$ cat src/rtl/dvb_derandomizer.sv
// DVB transport-stream derandomizer. Finds lock on the inverted sync byte
// (0xB8) at the start of each 8-packet group, strips the 1+x^14+x^15
// energy-dispersal scrambling and restores 0x47 on the group-start sync.
module dvb_derandomizer #(
  parameter int MISS_LIMIT = 3
) (
  input  logic       clk,
  input  logic       reset,
  input  logic       CE,
  input  logic [7:0] input_byte,
  input  logic       Valid_in,
  output logic [7:0] Out_byte,
  output logic       CEO,
  output logic       Valid_out,
  output logic       Sop
);

  localparam int MW = $clog2(MISS_LIMIT + 1);
  localparam logic [15:1]   SEED     = 15'h00A9;  // bit1..bit15 = 100101010000000
  localparam logic [7:0]    SYNC_INV = 8'hB8;
  localparam logic [7:0]    SYNC     = 8'h47;
  localparam logic [MW-1:0] MISS_MAX = MW'(MISS_LIMIT);

  typedef enum logic {HUNT, LOCKED} state_t;

  state_t        state_q, state_d;
  logic [7:0]    byte_cnt_q, byte_cnt_d;
  logic [2:0]    pkt_cnt_q, pkt_cnt_d;
  logic [MW-1:0] miss_q, miss_d, miss_inc;
  logic [15:1]   prbs_q, prbs_d, prbs_nxt;
  logic [7:0]    prbs_byte;
  logic [7:0]    out_byte_q, out_byte_d;
  logic          ceo_q, ceo_d, valid_q, valid_d, sop_q, sop_d;
  logic          accept, trunc, byte_last;

  // Eight generator steps in one clock; first output bit lands in the MSB.
  function automatic logic [22:0] prbs_adv(input logic [15:1] r);
    logic [15:1] s;
    logic [7:0]  b;
    logic        o;
    s = r;
    b = '0;
    for (int i = 0; i < 8; i++) begin
      o = s[14] ^ s[15];
      s = {s[14:1], o};
      b = {b[6:0], o};
    end
    return {s, b};
  endfunction

  // Next PRBS state and the keystream byte for the current position.
  always_comb begin
    {prbs_nxt, prbs_byte} = prbs_adv(prbs_q);
  end

  // Lock FSM, counters and next output values.
  always_comb begin
    state_d    = state_q;
    byte_cnt_d = byte_cnt_q;
    pkt_cnt_d  = pkt_cnt_q;
    miss_d     = miss_q;
    prbs_d     = prbs_q;
    out_byte_d = out_byte_q;
    valid_d    = valid_q;
    sop_d      = sop_q;
    ceo_d      = 1'b0;
    accept     = CE & Valid_in;
    trunc      = CE & ~Valid_in & (byte_cnt_q != 8'd0);
    byte_last  = (byte_cnt_q == 8'd187);
    miss_inc   = miss_q + MW'(1);

    if (trunc) begin
      // Block ended mid-packet: alignment is no longer trustworthy.
      state_d    = HUNT;
      byte_cnt_d = '0;
      pkt_cnt_d  = '0;
      miss_d     = '0;
      prbs_d     = SEED;
      out_byte_d = input_byte;
      ceo_d      = 1'b1;
      valid_d    = 1'b0;
      sop_d      = 1'b0;
    end else if (accept) begin
      ceo_d = 1'b1;
      if (state_q == HUNT) begin
        if (input_byte == SYNC_INV) begin
          state_d    = LOCKED;
          byte_cnt_d = 8'd1;
          pkt_cnt_d  = '0;
          miss_d     = '0;
          prbs_d     = SEED;
          out_byte_d = SYNC;
          valid_d    = 1'b1;
          sop_d      = 1'b1;
        end else begin
          byte_cnt_d = '0;
          out_byte_d = input_byte;
          valid_d    = 1'b0;
          sop_d      = 1'b0;
        end
      end else begin
        byte_cnt_d = byte_last ? 8'd0 : byte_cnt_q + 8'd1;
        pkt_cnt_d  = byte_last ? pkt_cnt_q + 3'd1 : pkt_cnt_q;
        valid_d    = 1'b1;
        sop_d      = (byte_cnt_q == 8'd0);
        if (byte_cnt_q == 8'd0 && pkt_cnt_q == 3'd0) begin
          // Group start: keystream restarts here without consuming a byte.
          prbs_d = SEED;
          if (input_byte == SYNC_INV) begin
            out_byte_d = SYNC;
            miss_d     = '0;
          end else if (miss_inc == MISS_MAX) begin
            state_d    = HUNT;
            byte_cnt_d = '0;
            pkt_cnt_d  = '0;
            miss_d     = '0;
            out_byte_d = input_byte;
            valid_d    = 1'b0;
            sop_d      = 1'b0;
          end else begin
            out_byte_d = input_byte;
            miss_d     = miss_inc;
          end
        end else if (byte_cnt_q == 8'd0) begin
          // Plain sync bytes are not scrambled but still clock the generator.
          out_byte_d = input_byte;
          prbs_d     = prbs_nxt;
        end else begin
          out_byte_d = input_byte ^ prbs_byte;
          prbs_d     = prbs_nxt;
        end
      end
    end
  end

  // State and registered outputs; reset wins over a coincident strobe.
  always_ff @(posedge clk) begin
    if (reset) begin
      state_q    <= HUNT;
      byte_cnt_q <= '0;
      pkt_cnt_q  <= '0;
      miss_q     <= '0;
      prbs_q     <= SEED;
      out_byte_q <= '0;
      ceo_q      <= 1'b0;
      valid_q    <= 1'b0;
      sop_q      <= 1'b0;
    end else begin
      state_q    <= state_d;
      byte_cnt_q <= byte_cnt_d;
      pkt_cnt_q  <= pkt_cnt_d;
      miss_q     <= miss_d;
      prbs_q     <= prbs_d;
      out_byte_q <= out_byte_d;
      ceo_q      <= ceo_d;
      valid_q    <= valid_d;
      sop_q      <= sop_d;
    end
  end

  assign Out_byte  = out_byte_q;
  assign CEO       = ceo_q;
  assign Valid_out = valid_q;
  assign Sop       = sop_q;

endmodule

$ cat config.mk
export PLATFORM = sky130hd
export DESIGN_NAME = dvb_derandomizer
export DESIGN_NICKNAME = d
export VERILOG_FILES = /design/src/rtl/dvb_derandomizer.sv
export SDC_FILE = /design/constraint.sdc
export NUM_CORES = 1
export LEC_CHECK = 0
export CORE_MARGIN = 1.5
export CORE_UTILIZATION = 40
export DETAILED_ROUTE_END_ITERATION = 10
export PLACE_DENSITY = 0.7
export REMOVE_ABC_BUFFERS = 1
export SYNTH_ARGS = -nofsm -noshare
export SYNTH_HDL_FRONTEND = slang
export SYNTH_SLANG_ARGS = --single-unit
$ cat constraint.sdc
create_clock -name clk -period 5.2 [get_ports clk]
set_input_delay 0.52 -clock clk [delete_from_list [all_inputs] [get_ports clk]]
set_output_delay 0.52 -clock clk [all_outputs]
set_load 0.01 [all_outputs]
==> results_dict.tcl, run 1 <==
set metrics [dict create \
    status "complete, but fails checks" \
    violations "design-rule violations" \
    tns_ns 0 \
    coreArea_um2 4444 \
    die_w_um 71.73 \
    setup_viol 0 \
    ys_ff_latch 39 \
    diodes 0 \
    start_util_pct 42.51 \
    synthDistinctLibCells 45 \
    die-height_um 71.73 \
    rows 24 \
    finalInstanceArea_um2 2251 \
    path_cells "clkdlybuf4s50_1 -> or4b_1 -> nor2_1 -> o21ai_1 -> or3_1 -> a21oi_1" \
    drive_above_1_share_pct 4.545 \
    holdCritPathClass "reg2reg" \
    layout_commonest_cell "dfxtp_1" \
    synthCells 221 \
    clk_latency_ns 0.29 \
    post_dp_cell_area_um2 2138 \
    yosys_most_used_dff "dfxtp_1" \
    path_buf_inv 1 \
    synthArstFlopShare_pct 0 \
    gr-total-overflow 0 \
    critPathMaxFanout 14 \
    ir_drop_mv 0.1203 \
    gp_congestion 0.7869 \
    grt_start_max_net_pins 15 \
    required_ns 5.43 \
    critPathMaxStageDelay_ns 0.57 \
    final_net_count 257 \
    yosys.area.top_type "dfxtp_1" \
    path_class "in2reg" \
    grt_pass1_wl_um 7176 \
    intPower_w 0.0004718 \
    vias 1639 \
    cts_sinks 39 \
    grt_antenna_before_repair 0 \
    crit_arrival_ns 2.85 \
    ys_seq_area_share_pct 41.32 \
    cp-end-kind "flip-flop" \
    wirelength_um 4239 \
    cpMaxStageDelayCell "or4b_1" \
    fmax_ghz 0.3809 \
    drt_iter0_drc 127 \
    power_frac_seq_pct 50.1 \
    powerDensity_nw_per_um2 272.1 \
    grt_pass1_vias 1491 \
    root_buffer "clkbuf_8" \
    dp_hpwl_um 3061 \
    ctsHoldBuffers 0 \
    utilization_pct 50.65 \
    yosysTopAreaCellShare_pct 41.32 \
    die_area_um2 5144 \
    p_leak_nw 0.8064 \
    crit_family "simple AND/OR/NAND/NOR gates" \
    fin_crit_sh_pct 50.49 \
    drc 1 \
    cts_tree "done" \
    cts_buffers 5 \
    power_w 0.0006124 \
    max-cap-violations 0 \
    track_usage_pct 17.94 \
    finalWorstSetupSlack_ns 2.575 \
    clkPwrFrac_pct 41.1 \
    min_period_ns 2.625 \
    rsz0062_at_grt "false" \
    post-place-ws_ns 2.305 \
    switchingPower_w 0.0001405 \
    h-tree-depth 2 \
    synth_edf_count 0 \
    avgRoutedWirePerCell_um 14.42 \
    hold_viol 0 \
    cts.clk_slew.worst_paths_ns 0.08 \
    relSlewSlack_pct 40.20 \
    area_growth_pct 19.14 \
    syn_area_per_cell_um2 8.549 \
    clock_skew_ns 0.005935 \
    max_slew.worst_pin.slew_ns 0.8910 \
    swShare_pct 22.95 \
    drt-vias-per-instance 5.575 \
    cts_buffer_depth 2 \
    drtPass1Iterations 7 \
    combPwrFrac_pct 8.8 \
    cp-start-kind "input pin" \
    boundaryPins 23 \
    layout.cells.most_common_list "39 x dfxtp_1, 25 x nor2_1, 22 x clkdlybuf4s50_1" \
    synth_area_leaders "dfxtp_1 41%, xor2_1 7.0%, nor2_1 5.0%" \
    ctsResizeCount 0 \
    netlist_area_um2 1889 \
    yosysWarnings 0 \
    postCtsSetupRepairBufs 0 \
    port-buffer-count 22 \
    final_antenna_net_count 0 \
    maxSlewViolCount 0 \
]
==> flip-flops by register name (all words and copies together) (netlist names) <==
name,cells
CEO,1
Out_byte,8
Sop,1
Valid_out,1
byte_cnt_q,8
miss_q,2
pkt_cnt_q,3
prbs_q,15
==> cell usage after synthesis, types with 2 or more instances <==
| library cell | instances |
|---|---|
| clkbuf_1 | 8 |
| dfxtp_1 | 39 |
| xnor2_1 | 7 |
| and3_1 | 4 |
| o211ai_1 | 2 |
| a21oi_1 | 9 |
| buf_2 | 2 |
| inv_1 | 7 |
| o21ai_0 | 11 |
| ha_1 | 4 |
| o31ai_1 | 4 |
| nand4_1 | 5 |
| o21a_1 | 3 |
| a31oi_1 | 3 |
| nor3b_1 | 5 |
| xor2_1 | 15 |
| a22oi_1 | 11 |
| nand2b_1 | 2 |
| nand3_1 | 11 |
| nor3_1 | 2 |
| nand2_1 | 15 |
| nor2_1 | 25 |
| o22ai_1 | 4 |
| o21ai_1 | 2 |
==> through the flow <==
step | hold WS, ns | cells
finish | 0.4714 | 294
global placement | 0.4540 | 286
floorplan | 0.4530 | 210
global route | 0.4852 | 294
detailed placement | 0.4619 | 286
CTS | 0.4734 | 294
==> per-layer routing <==
metal / GRT usage [%] / wire, um
met1: 24.67 / 2134
met2: 25.93 / 1806
met3: 4.641 / 175
met4: 9.015 / 122
met5: 0 / 0
==> worst reg2reg max path, delay by kind of cell, from the launching register on <==
kind	cells	cell delay [ns]
flops	1	0.36
simple gates	2	0.95
compound gates	3	0.89
==> power by group through the flow <==
stage | combinational (W) | clock, W | sequential [W]
3_3_place_gp | 0.0000529 | 0 | 0.000314
2_1_floorplan | 0.0000223 | 0 | 0.000316
6_report | 0.0000539 | 0.000252 | 0.000307
5_1_grt | 0.0000587 | 0.000274 | 0.000308
4_1_cts | 0.0000540 | 0.000259 | 0.000307
3_5_place_dp | 0.0000532 | 0 | 0.000314
==> cell families after synthesis <==
logic type / count (synthesis) / synth area share (%)
buffers and inverters: 19 / 4.305
XOR/XNOR: 22 / 10.20
AO/OA/AOI/OAI: 59 / 20.73
flip-flops: 39 / 41.32
adder cells (fa/ha/maj): 4 / 2.649
AND/OR/NAND/NOR: 78 / 20.80
==> path summary, 6_finish.rpt <==
path / start / endpoint / slack, ns / depth (start not counted)
setup / recovery: input_byte[6] / pkt_cnt_q[2]$_SDFFE_PP0P_ / 2.57 / 6
hold reg to reg: Out_byte[5]$_SDFFE_PP0P_ / Out_byte[5]$_SDFFE_PP0P_ / 0.47 / 2
setup reg to reg: byte_cnt_q[3]$_SDFFE_PP0P_ / byte_cnt_q[1]$_SDFFE_PP0P_ / 2.94 / 5
hold / removal: Out_byte[5]$_SDFFE_PP0P_ / Out_byte[5]$_SDFFE_PP0P_ / 0.47 / 2
==> cell type report <==
class | count | area [um^2]
Clock buffer | 5 | 68.82
Fill cell | 427 | 2193
Clock inverter | 3 | 43.79
Sequential cell | 39 | 780.7
Multi-Input combinational cell | 163 | 1027
Inverter | 8 | 30.03
Tap cell | 52 | 65.06
Timing Repair Buffer | 24 | 235.2
Note: power is estimated with default switching activity, not from simulation.
==> run 2: changes to the inputs <==
--- a/config.mk
+++ b/config.mk
@@ -8,7 +8,7 @@
 export CORE_MARGIN = 1.5
 export CORE_UTILIZATION = 40
 export DETAILED_ROUTE_END_ITERATION = 10
-export PLACE_DENSITY = 0.7
+export PLACE_DENSITY = 0.72
 export REMOVE_ABC_BUFFERS = 1
 export SYNTH_ARGS = -nofsm -noshare
 export SYNTH_HDL_FRONTEND = slang
==> constraint.sdc (replaced) <==
create_clock -name clk -period 2.1 [get_ports clk]
set_input_delay 0.21 -clock clk [delete_from_list [all_inputs] [get_ports clk]]
set_output_delay 0.21 -clock clk [all_outputs]
set_load 0.01 [all_outputs]
==> run 2 against run 1 <==
The flow still finishes with violations (design-rule violations). Routed wire length rose by 1.8%. Via count rose by 3.7%. Clock skew increased by 0.0027 ns. Register-to-register slack worse by 2.8 ns. Clock-buffer cell count is the same. Sequential share of layout area is 2.2 points lower. Setup slack got worse by 2.5 ns. Hold slack better by 0.0017 ns. Sequential power rose by 150%. Clock power rose by 150%. Critical endpoint is now miss_q[1]$_SDFFE_PP0P_. Largest cell class unchanged. Largest power group unchanged.
==> results_dict.tcl, run 2 (synthesized netlist as in run 1, its figures left out) <==
set metrics [dict create \
    status "complete, but fails checks" \
    violations "design-rule violations" \
    placed_cells 303 \
    crit_family "simple AND/OR/NAND/NOR gates" \
    grt_antenna_before_repair 0 \
    dp_hpwl_um 3135 \
    gr-total-overflow 0 \
    cts_buffer_depth 2 \
    largest_reg_flops 15 \
    drt_iter0_drc 117 \
    cts_sinks 39 \
    max_slew.worst_pin.slew_ns 0.4936 \
    switchingPower_w 0.0003539 \
    rows 24 \
    multi_input_comb_area_um2 1051 \
    drt-vias-per-instance 5.466 \
    grt_pass1_wl_um 7362 \
    swShare_pct 23.04 \
    grt_pass1_vias 1684 \
    wirelength_um 4314 \
    post_dp_cell_area_um2 2266 \
    clk_latency_ns 0.29 \
    avgRoutedWirePerCell_um 13.87 \
    intPower_w 0.001182 \
    min_period_ns 1.998 \
    layout.cells.most_common_list "39 x dfxtp_1, 25 x nor2_1, 22 x clkdlybuf4s50_1" \
    critPathMaxStageDelay_ns 0.57 \
    setup_viol 0 \
    cp-end-kind "flip-flop" \
    final_net_count 274 \
    regArea_um2 780.7 \
    cpMaxStageDelayCell "or4b_1" \
    fmax_ghz 0.5006 \
    rsz0062_at_grt "false" \
    cts.clk_slew.worst_paths_ns 0.08 \
    required_ns 2.29 \
    fillers 432 \
    boundaryPins 23 \
    port-buffer-count 22 \
    layout_commonest_cell "dfxtp_1" \
    critPathMaxFanout 3 \
    grt_start_max_net_pins 14 \
    fin_crit_sh_pct 95.13 \
    coreArea_um2 4444 \
    track_usage_pct 17.98 \
    maxSlewViolCount 0 \
    powerDensity_nw_per_um2 639.5 \
    finalInstanceArea_um2 2402 \
    r2r.worst_path.cells 5 \
    h-tree-depth 2 \
    path_class "in2reg" \
    area_growth_pct 27.15 \
    power_frac_seq_pct 49.5 \
    clkPwrFrac_pct 40.7 \
    hold-path-cell-count 2 \
    die-height_um 71.73 \
    gp_congestion 0.8078 \
    holdCritPathClass "reg2reg" \
    drive_above_1_share_pct 12.74 \
    ir_drop_mv 0.2353 \
    cts_buffers 5 \
    drc 4 \
    p_leak_nw 0.8924 \
    worstHoldStart "Out_byte[4]$_SDFFE_PP0P_" \
    vias 1700 \
    power_w 0.001536 \
    cp-start-kind "input pin" \
    die_w_um 71.73 \
    max_flop_register "prbs_q" \
    relSlewSlack_pct 67.09 \
    rrSetupSlack_ns 0.19 \
    hold_viol 0 \
    final_antenna_net_count 0 \
    startpoint "input_byte[6]" \
    root_buffer "clkbuf_8" \
    clock_skew_ns 0.008595 \
    stdcell_count 311 \
    r2r_start "byte_cnt_q[3]$_SDFFE_PP0P_" \
    path_buf_inv 1 \
    diodes 0 \
    drtPass1Iterations 7 \
    crit_cells 6 \
    path_cells "clkdlybuf4s50_1 -> or4b_1 -> or2_1 -> a211o_1 -> and3_1 -> a31o_1" \
    cts_tree "done" \
    ctsHoldBuffers 0 \
    combPwrFrac_pct 9.8 \
    tns_ns 0 \
    die_area_um2 5144 \
    start_util_pct 42.51 \
    crit_arrival_ns 2.19 \
    max-cap-violations 0 \
]
## run 2: cell count changes in the layout (fill, tap and decap cells not counted), sizes merged
cell and delta:
buf +17
## run 2: worst register-to-register path: stages (launching register included)
cell	delay [ns]
dfxtp_1	0.37
nor4_2	0.41
and3_2	0.35
o21a_1	0.33
o21ai_0	0.22
a21oi_1	0.16
## run 2: power groups by stage
stage | Sequential (W) | Combinational, W | Clock, W
6_report | 0.000760 | 0.000151 | 0.000625
5_1_grt | 0.000762 | 0.000165 | 0.000661
4_1_cts | 0.000760 | 0.000149 | 0.000634
3_5_place_dp | 0.000778 | 0.000147 | 0
3_3_place_gp | 0.000777 | 0.000147 | 0
2_1_floorplan | 0.000783 | 0.0000553 | 0
## run 2: timing repair
item,in CTS,in global routing
endpoints found under the setup margin,7,10
setup buffers,0,0
endpoints found under the hold margin,0,0
gates resized for setup,1,4
## run 2: layout make-up
| class | instances | share of cell area, % |
|---|---|---|
| Clock buffer | 5 | 2.865 |
| Clock inverter | 3 | 1.823 |
| Inverter | 8 | 1.250 |
| Multi-Input combinational cell | 163 | 43.75 |
| Sequential cell | 39 | 32.50 |
| Tap cell | 52 | 2.708 |
| Timing Repair Buffer | 41 | 15.10 |
## run 2: path summary, 6_finish.rpt
| check | to |
|---|---|
| min reg2reg | Out_byte[4]$_SDFFE_PP0P_ |
| min | Out_byte[4]$_SDFFE_PP0P_ |
| max | miss_q[1]$_SDFFE_PP0P_ |
| max reg2reg | pkt_cnt_q[1]$_SDFFE_PP0P_ |
## run 2: routing by layer
metal | up-vias | track usage [%] | routed length (um)
met2 | 33 | 29.94 | 2073
met3 | 6 | 4.360 | 171
li1 | 867 | - | -
met4 | 0 | 6.709 | 59
met5 | - | 0 | 0
met1 | 794 | 22.52 | 2010
## run 2: metrics by stage
stage | setup WS (ns) | hold slack (ns) | util [%]
floorplan | 0.07843 | 0.2824 | -
global placement | -0.2137 | 0.4534 | 50.99
detailed placement | -0.2339 | 0.4610 | 50.99
CTS | 0.05381 | 0.4730 | 53.66
global route | 0.03970 | 0.5103 | 54.05
finish | 0.1022 | 0.4732 | 54.05
